--- src/rtl/parking_occupancy_counter.sv ---
// Vehicle occupancy counter fed by the entry/exit detector's ingreso/egreso pulses.
// Tracks the count, full/empty status, sticky error flags, a blinking full LED and BCD digits.
module parking_occupancy_counter #(
  parameter int CAPACITY  = 20,
  parameter int WIDTH     = 7,
  parameter int BLINK_DIV = 25_000_000
) (
  input  logic             clk,
  input  logic             reset,
  input  logic             ingreso,
  input  logic             egreso,
  input  logic             clear,
  output logic [WIDTH-1:0] count,
  output logic             full,
  output logic             empty,
  output logic             overflow,
  output logic             underflow,
  output logic             full_led,
  output logic [3:0]       bcd_tens,
  output logic [3:0]       bcd_units
);

  localparam logic [WIDTH-1:0] CAP        = WIDTH'(CAPACITY);
  localparam int               BW         = (BLINK_DIV > 1) ? $clog2(BLINK_DIV) : 1;
  localparam logic [BW-1:0]    BLINK_LAST = BW'(BLINK_DIV - 1);

  logic             ingreso_d;
  logic             egreso_d;
  logic             entry_ev;
  logic             exit_ev;
  logic [WIDTH-1:0] count_next;
  logic             overflow_next;
  logic             underflow_next;
  logic [3:0]       tens_next;
  logic [3:0]       units_next;
  logic [BW-1:0]    blink_cnt;
  logic             blink_phase;

  // Rising-edge detection: a level held for many cycles yields one event.
  always_ff @(posedge clk or posedge reset) begin
    if (reset) begin
      ingreso_d <= 1'b0;
      egreso_d  <= 1'b0;
    end else begin
      ingreso_d <= ingreso;
      egreso_d  <= egreso;
    end
  end

  always_comb begin
    entry_ev = ingreso & ~ingreso_d;
    exit_ev  = egreso & ~egreso_d;
  end

  // The BCD digits step alongside the count (+/-1 with carry/borrow), so they
  // always hold count/10 and count%10 without a divider.
  always_comb begin
    count_next     = count;
    overflow_next  = overflow;
    underflow_next = underflow;
    tens_next      = bcd_tens;
    units_next     = bcd_units;
    if (clear) begin
      count_next     = '0;
      overflow_next  = 1'b0;
      underflow_next = 1'b0;
      tens_next      = 4'd0;
      units_next     = 4'd0;
    end else if (entry_ev && !exit_ev) begin
      if (count < CAP) begin
        count_next = count + 1'b1;
        if (bcd_units == 4'd9) begin
          units_next = 4'd0;
          tens_next  = bcd_tens + 4'd1;
        end else begin
          units_next = bcd_units + 4'd1;
        end
      end else begin
        overflow_next = 1'b1;
      end
    end else if (exit_ev && !entry_ev) begin
      if (count != '0) begin
        count_next = count - 1'b1;
        if (bcd_units == 4'd0) begin
          units_next = 4'd9;
          tens_next  = bcd_tens - 4'd1;
        end else begin
          units_next = bcd_units - 4'd1;
        end
      end else begin
        underflow_next = 1'b1;
      end
    end
  end

  always_ff @(posedge clk or posedge reset) begin
    if (reset) begin
      count     <= '0;
      overflow  <= 1'b0;
      underflow <= 1'b0;
      bcd_tens  <= 4'd0;
      bcd_units <= 4'd0;
    end else begin
      count     <= count_next;
      overflow  <= overflow_next;
      underflow <= underflow_next;
      bcd_tens  <= tens_next;
      bcd_units <= units_next;
    end
  end

  always_comb begin
    full  = (count == CAP);
    empty = (count == '0);
  end

  // Phase idles at 1 so the LED lights in the very cycle full rises.
  always_ff @(posedge clk or posedge reset) begin
    if (reset) begin
      blink_cnt   <= '0;
      blink_phase <= 1'b1;
    end else if (!full) begin
      blink_cnt   <= '0;
      blink_phase <= 1'b1;
    end else if (blink_cnt == BLINK_LAST) begin
      blink_cnt   <= '0;
      blink_phase <= ~blink_phase;
    end else begin
      blink_cnt   <= blink_cnt + 1'b1;
    end
  end

  always_comb full_led = full & blink_phase;

endmodule
--- config.mk ---
export PLATFORM = sky130hd
export DESIGN_NAME = parking_occupancy_counter
export DESIGN_NICKNAME = d
export VERILOG_FILES = /design/src/rtl/parking_occupancy_counter.sv
export SDC_FILE = /design/constraint.sdc
export NUM_CORES = 1
export LEC_CHECK = 0
export CAP_MARGIN = 15
export CORE_MARGIN = 2
export CORE_UTILIZATION = 45
export CTS_CLUSTER_SIZE = 25
export DETAILED_ROUTE_END_ITERATION = 10
export GPL_ROUTABILITY_DRIVEN = 0
export PLACE_DENSITY_LB_ADDON = 0.12
export SLEW_MARGIN = 40
export SYNTH_ARGS = -nofsm -noshare
export SYNTH_HDL_FRONTEND = slang
export SYNTH_SLANG_ARGS = --single-unit
--- constraint.sdc ---
create_clock -name clk -period 2.9 [get_ports clk]
set_clock_uncertainty 0.15 [all_clocks]
set_input_delay 0.58 -clock clk [delete_from_list [all_inputs] [get_ports clk]]
set_output_delay 0.58 -clock clk [all_outputs]
set_load 0.05 [all_outputs]
==> results.cfg, run 1 <==
[place]
dpl.hpwl_um = 4270
pre_cts_ws_ps = -142
dpl_cell_area_um2 = 3090
port_buffers = 24
dp_cells = 408

[run_status]
outcome = complete, no violations

[synth]
synth-async-reset-ratio_pct = 100
synth_flop_cell = dfrtp_1
syn_nets = 310
ys_seq_area_share_pct = 43.0
syn-instance-count = 296
yosysWarningCount = 0
synth_edf_count = 0
ys_ff_latch = 45
netlist_area_um2 = 2620
synth_cell_types = 52
synth_area_per_cell_um2 = 8.85

[cells_and_area]
area_growth_pct = 22.7
layout.nets = 357
finalNonFillerCells = 416
drive_gt1_share_pct = 13.1
final_area_um2 = 3210
antenna_cells = 0
fillers = 521

[timing]
clock.fmax_mhz = 364
setup_viol = 0
rsz0062_at_grt = false
finalMaxSlewViolations = 0
worst_pin_slew_ps = 656
hold_violations = 0
worst_slack_ps = 156
post-route-period-util_pct = 94.6
tns_ps = 0
fin_crit_ps = 2740
maxSlewHeadroom_pct = 55.8

[cts]
clockBufferDepth = 2
clock_tree.root_cell = clkbuf_8
cts_resized = 0
clk_latency_ps = 300
h-tree-depth = 2
ctsHoldBuffers = 0
numCtsBuffers = 5
cts_setup_buffers = 0
clk_pin_slew_ps = 80
cts_tree = done
clkSinkCount = 45

[drt]
drt_iter0_markers = 105
postRouteWirelength_um = 5750
ant_nets = 0
drtPass1Iterations = 4
wl_per_cell_um = 13.8
routed-via-count = 2241
route.detailed.drc = 0
vias_per_cell = 5.39

[critical_path]
end_kind = flip-flop
cp.required_ps = 2920
worst_path_max_delay_cell = clkdlybuf4s50_1
crit_type = in -> reg
cp_cell_sequence = clkdlybuf4s50_1 > nand2b_1 > nor2_4 > inv_2 > ha_1 > nand2_1 > a211oi_1 > nor4_2 > o2111a_1 > a2111oi_0
critPathLaunchType = input pin
cpPeakStageDelay_ps = 500
cp_max_fo = 8
arrival_ps = 2760

[die]
start_util_pct = 47.0
pin_count = 25
die_h_um = 80.3
die_area_um2 = 6450
dieWidth_um = 80.3
core-area_um2 = 5570
fp-row-count = 27

[global_routing]
antenna_found_initial = 0
grt_pass1_wl_um = 9720
grt_max_degree = 26
grt_use_total_pct = 19.1
gr-total-overflow = 0
grt_pass1_vias = 2059

[pwr]
power_density_nw_per_um2 = 778
leakagePower_nw = 1.31
ir_drop_v = 0.000635

[min_path]
hold_path_class = reg -> reg

[flow_run]
max_cap_viol_count = 0
==> cell usage after synthesis, drive strengths merged (2+ instances only) <==
cell,number,share of area (%)
nor2,50,7.5
dfrtp,44,42
nand2,25,3.6
a21oi,17,3.2
xnor2,16,5.4
nand3,15,2.9
o21ai,15,2.9
xor2,12,4.0
inv,10,1.4
ha,9,4.3
nor3,8,1.5
clkbuf,7,1.1
nand4,6,1.4
buf,5,1.4
nand2b,5,1.2
nor4,5,1.4
a31oi,3,0.72
and3,3,0.72
and4,3,1.0
or4,3,0.86
a211oi,2,0.57
and2,2,0.48
nand3b,2,0.57
nor2b,2,0.48
nor4b,2,0.67
o22a,2,0.67
o22ai,2,0.72
or2,2,0.48
or3,2,0.48
or3b,2,0.67
==> logic make-up after synthesis <==
logic type / count (synthesis) / synth area share, %
flops: 45 / 43.0
compound gates: 51 / 12.1
mux: 1 / 0.382
buf+inv: 22 / 3.92
fa+ha+maj: 9 / 4.30
xor+xnor: 28 / 9.36
simple gates: 140 / 26.9
==> through the flow <==
step | hold WS, ps | power (W) | utilization [%]
floorplan | 325 | 0.00164 | -
global placement | 337 | 0.00202 | 55.5
detailed placement | 345 | 0.00202 | 55.5
CTS | 368 | 0.00251 | 57.5
global route | 392 | 0.00266 | 57.7
finish | 361 | 0.00250 | 57.7
==> worst paths after layout <==
kind	cells after the start	endpoint	start	slack [ps]
worst max-delay path	10	count[5]	ingreso	160
worst min-delay path	2	overflow	overflow	360
max in group asynchronous	3	blink_phase	reset	1560
min in group asynchronous	2	egreso_d	reset	430
worst max register to register	9	count[5]	ingreso_d	490
worst min register to register	2	overflow	overflow	360
==> flip-flops by register name (all words and copies together), names as in the netlist <==
name / cells
blink_cnt: 25
count: 7
bcd_tens: 4
bcd_units: 4
blink_phase: 1
egreso_d: 1
ingreso_d: 1
overflow: 1
underflow: 1
==> final cells by class <==
class / instances / area (µm²) / share of cell area (%)
Inverter: 10 / 37.5 / 1.17
Clock inverter: 2 / 38.8 / 1.21
Clock buffer: 6 / 72.6 / 2.26
Multi-Input combinational cell: 229 / 1400 / 43.4
Tap cell: 72 / 90.1 / 2.80
Sequential cell: 45 / 1130 / 35.1
Timing Repair Buffer: 52 / 453 / 14.1
==> cell usage in the layout, fill, tap and decap left out, types with 2 or more instances in the layout <==
| cell type | n |
|---|---|
| nand3_1 | 15 |
| and3_1 | 3 |
| buf_4 | 29 |
| nand2b_1 | 5 |
| or3b_1 | 2 |
| a31oi_1 | 3 |
| clkbuf_8 | 5 |
| a211oi_1 | 2 |
| or4_1 | 3 |
| nor3_1 | 8 |
| nand3b_1 | 2 |
| nor4b_1 | 2 |
| o21ai_0 | 15 |
| clkdlybuf4s50_1 | 21 |
| nor4_1 | 3 |
| or3_1 | 2 |
| inv_1 | 8 |
| nand4_1 | 6 |
| nor4_2 | 2 |
| nand2_1 | 25 |
| o22a_1 | 2 |
| xor2_1 | 12 |
| nor2b_1 | 2 |
| nor2_1 | 49 |
| dlymetal6s2s_1 | 2 |
| and4_1 | 3 |
| ha_1 | 9 |
| dfrtp_1 | 44 |
| inv_2 | 2 |
| xnor2_1 | 16 |
| and2_1 | 2 |
| a21oi_1 | 17 |
==> per-layer routing <==
layer / part of all wire (%) / vias up / track usage (%)
li1: - / 1125 / -
met1: 45 / 1072 / 24.5
met2: 50 / 39 / 33.1
met3: 3.8 / 5 / 3.82
met4: 0.66 / 0 / 4.07
met5: 0 / - / 0
==> power by group <==
group | switching [W] | leakage, nW | internal, W
combinational | 0.000726 | 0.643 | 0.000481
sequential | 0.000114 | 0.614 | 0.000698
clock | 0.000224 | 0.0554 | 0.000259
total | 0.00106 | 1.31 | 0.00144
==> critical path, delay by kind of cell <==
family                     cells  cell delay, ps
and+or+nand+nor                4             390
AOI/OAI and AO/OA              3             910
adders and majority gates      1             280
buffers and inverters          2             590
Power figures use the tool's default switching activity.
==> run 2: changes to the inputs <==
--- a/config.mk
+++ b/config.mk
@@ -12,6 +12,7 @@
 export DETAILED_ROUTE_END_ITERATION = 10
 export GPL_ROUTABILITY_DRIVEN = 0
 export PLACE_DENSITY_LB_ADDON = 0.12
+export RECOVER_POWER = 25
 export SLEW_MARGIN = 40
 export SYNTH_ARGS = -nofsm -noshare
 export SYNTH_HDL_FRONTEND = slang
==> run 2 against run 1 <==
Net effect:
- count of clock-buffer cells in the layout is the same
- first-iteration DRC count is the same
- power shrank 0.13%
- critical path depth is the same
- setup slack is essentially flat
- sequential power is essentially flat
- sequential cell count is the same
- critical path type unchanged
- highest routed layer unchanged
==> results.cfg, run 2 (synthesis results as in run 1) <==
[run_status]
outcome = complete, no violations

[drt]
route.detailed.drc = 0
postRouteWirelength_um = 5730
routed-via-count = 2248
ant_nets = 0
wl_per_cell_um = 13.8
vias_per_cell = 5.40
drtPass1Iterations = 4
drt_iter0_markers = 105

[pwr]
p_sw_w = 0.00106
power_density_nw_per_um2 = 778
power.internal_w = 0.00144
ir_drop_v = 0.000635
seqPwrFrac_pct = 32.5
leakagePower_nw = 1.31
total_power_w = 0.00250
p_comb_share_pct = 48.2
sw_frac_of_total_pct = 42.5
clkPwrFrac_pct = 19.3

[timing]
fin_crit_ps = 2740
finalMaxSlewViolations = 0
worst_slack_ps = 156
hold_violations = 0
post-route-period-util_pct = 94.6
maxSlewHeadroom_pct = 50.4
rsz0062_at_grt = false
holdWs_ps = 361
worst_pin_slew_ps = 744
clock.fmax_mhz = 364
setup_viol = 0

[cells_and_area]
mostFrequentLayoutCells = 49 x nor2_1, 44 x dfrtp_1, 28 x buf_4, 25 x nand2_1, 20 x clkdlybuf4s50_1
final_util_pct = 57.6
largest_register_ffs = 25
mostFrequentLayoutCell = nor2_1
layout.nets = 357
top_regs = blink_cnt: 25 flops, count: 7 flops
antenna_cells = 0
area_growth_pct = 22.6
final_area_um2 = 3210
top_register = blink_cnt
drive_gt1_share_pct = 12.5

[critical_path]
critPathTopFamily = compound AO/OA/AOI/OAI gates
critPathLaunchType = input pin
worst_path_max_delay_cell = clkdlybuf4s50_1
path_buf_inv = 2
cp.required_ps = 2920
cpPeakStageDelay_ps = 500
end_kind = flip-flop
crit_type = in -> reg
arrival_ps = 2760
cp_max_fo = 8
cp_cell_sequence = clkdlybuf4s50_1 > nand2b_1 > nor2_4 > inv_2 > ha_1 > nand2_1 > a211oi_1 > nor4_2 > o2111a_1 > a2111oi_0

[die]
pin_count = 25
die_h_um = 80.3
start_util_pct = 47.0
fp-row-count = 27
core-area_um2 = 5570
die_area_um2 = 6450
dieWidth_um = 80.3

[cts]
clk_latency_ps = 300
clk_pin_slew_ps = 80
ctsHoldBuffers = 0
cts_tree = done
clockBufferDepth = 2
h-tree-depth = 2
clock_tree.root_cell = clkbuf_8
numCtsBuffers = 5
clkSinkCount = 45
cts_setup_buffers = 0

[place]
dpl_cell_area_um2 = 3090
dpl.hpwl_um = 4270
pre_cts_ws_ps = -142
port_buffers = 24

[global_routing]
grt_pass1_wl_um = 9720
grt_pass1_vias = 2059
antenna_found_initial = 0
gr-total-overflow = 0
grt_use_total_pct = 19.1
grt_max_degree = 26

[flow_run]
max_cap_viol_count = 0

[min_path]
hold_path_class = reg -> reg
==> run 2: cell count changes in the layout (fill, tap and decap cells not counted) <==
cell,previous run,this run
buf_4,29,28
clkbuf_1,1,2
clkdlybuf4s50_1,21,20
dlygate4sd3_1,0,1
inv_1,8,9
inv_2,2,1
==> run 2: area by class of cell <==
cell class	instances	area, µm²
fillers	521	2360
multi-input cells	229	1400
flip-flops and latches	45	1130
repair buffers	52	449
well taps	72	90.1
clock buffers	6	72.6
clock inverters	2	38.8
inverters	10	37.5
==> run 2: routing by layer <==
| layer | routed length (µm) | global-route usage, % |
|---|---|---|
| met2 | 2880 | 33.1 |
| met4 | 38 | 4.07 |
| met3 | 217 | 3.82 |
| met1 | 2590 | 24.5 |
| met5 | 0 | 0 |
==> run 2: stage by stage <==
| step | setup TNS, ps | cells |
|---|---|---|
| 3_5_place_dp | -307 | 408 |
| 2_1_floorplan | 0 | 296 |
| 3_3_place_gp | -92.9 | 408 |
| 4_1_cts | 0 | 416 |
| 6_report | 0 | 416 |
| 5_1_grt | 0 | 416 |
==> run 2: path summary, 6_finish.rpt <==
check	from	end	slack, ps	cells past startpoint
max reg2reg	ingreso_d	count[5]	490	9
min	overflow	overflow	360	2
min reg2reg	overflow	overflow	360	2
min in group asynchronous	reset	egreso_d	690	2
max in group asynchronous	reset	count[0]	820	3
max	ingreso	count[5]	160	10
==> run 2: tightest hold or removal path: cells and delay by family (launching register included) <==
kind | cells | cell delay (ps)
AOI/OAI and AO/OA | 1 | 40
and+or+nand+nor | 1 | 80
DFF | 1 | 350
==> run 2: timing repair <==
item | CTS | global route
resized for setup | 0 | 3
setup endpoints to repair | 0 | 3
endpoints found under the hold margin | 0 | 0
==> run 2: power groups by stage <==
stage | clock (W) | sequential [W] | combinational, W
finish | 0.000483 | 0.000812 | 0.00120
CTS | 0.000495 | 0.000813 | 0.00120
global placement | 0 | 0.000824 | 0.00119
floorplan | 0 | 0.00103 | 0.000612
detailed placement | 0 | 0.000824 | 0.00120
global route | 0.000522 | 0.000825 | 0.00131
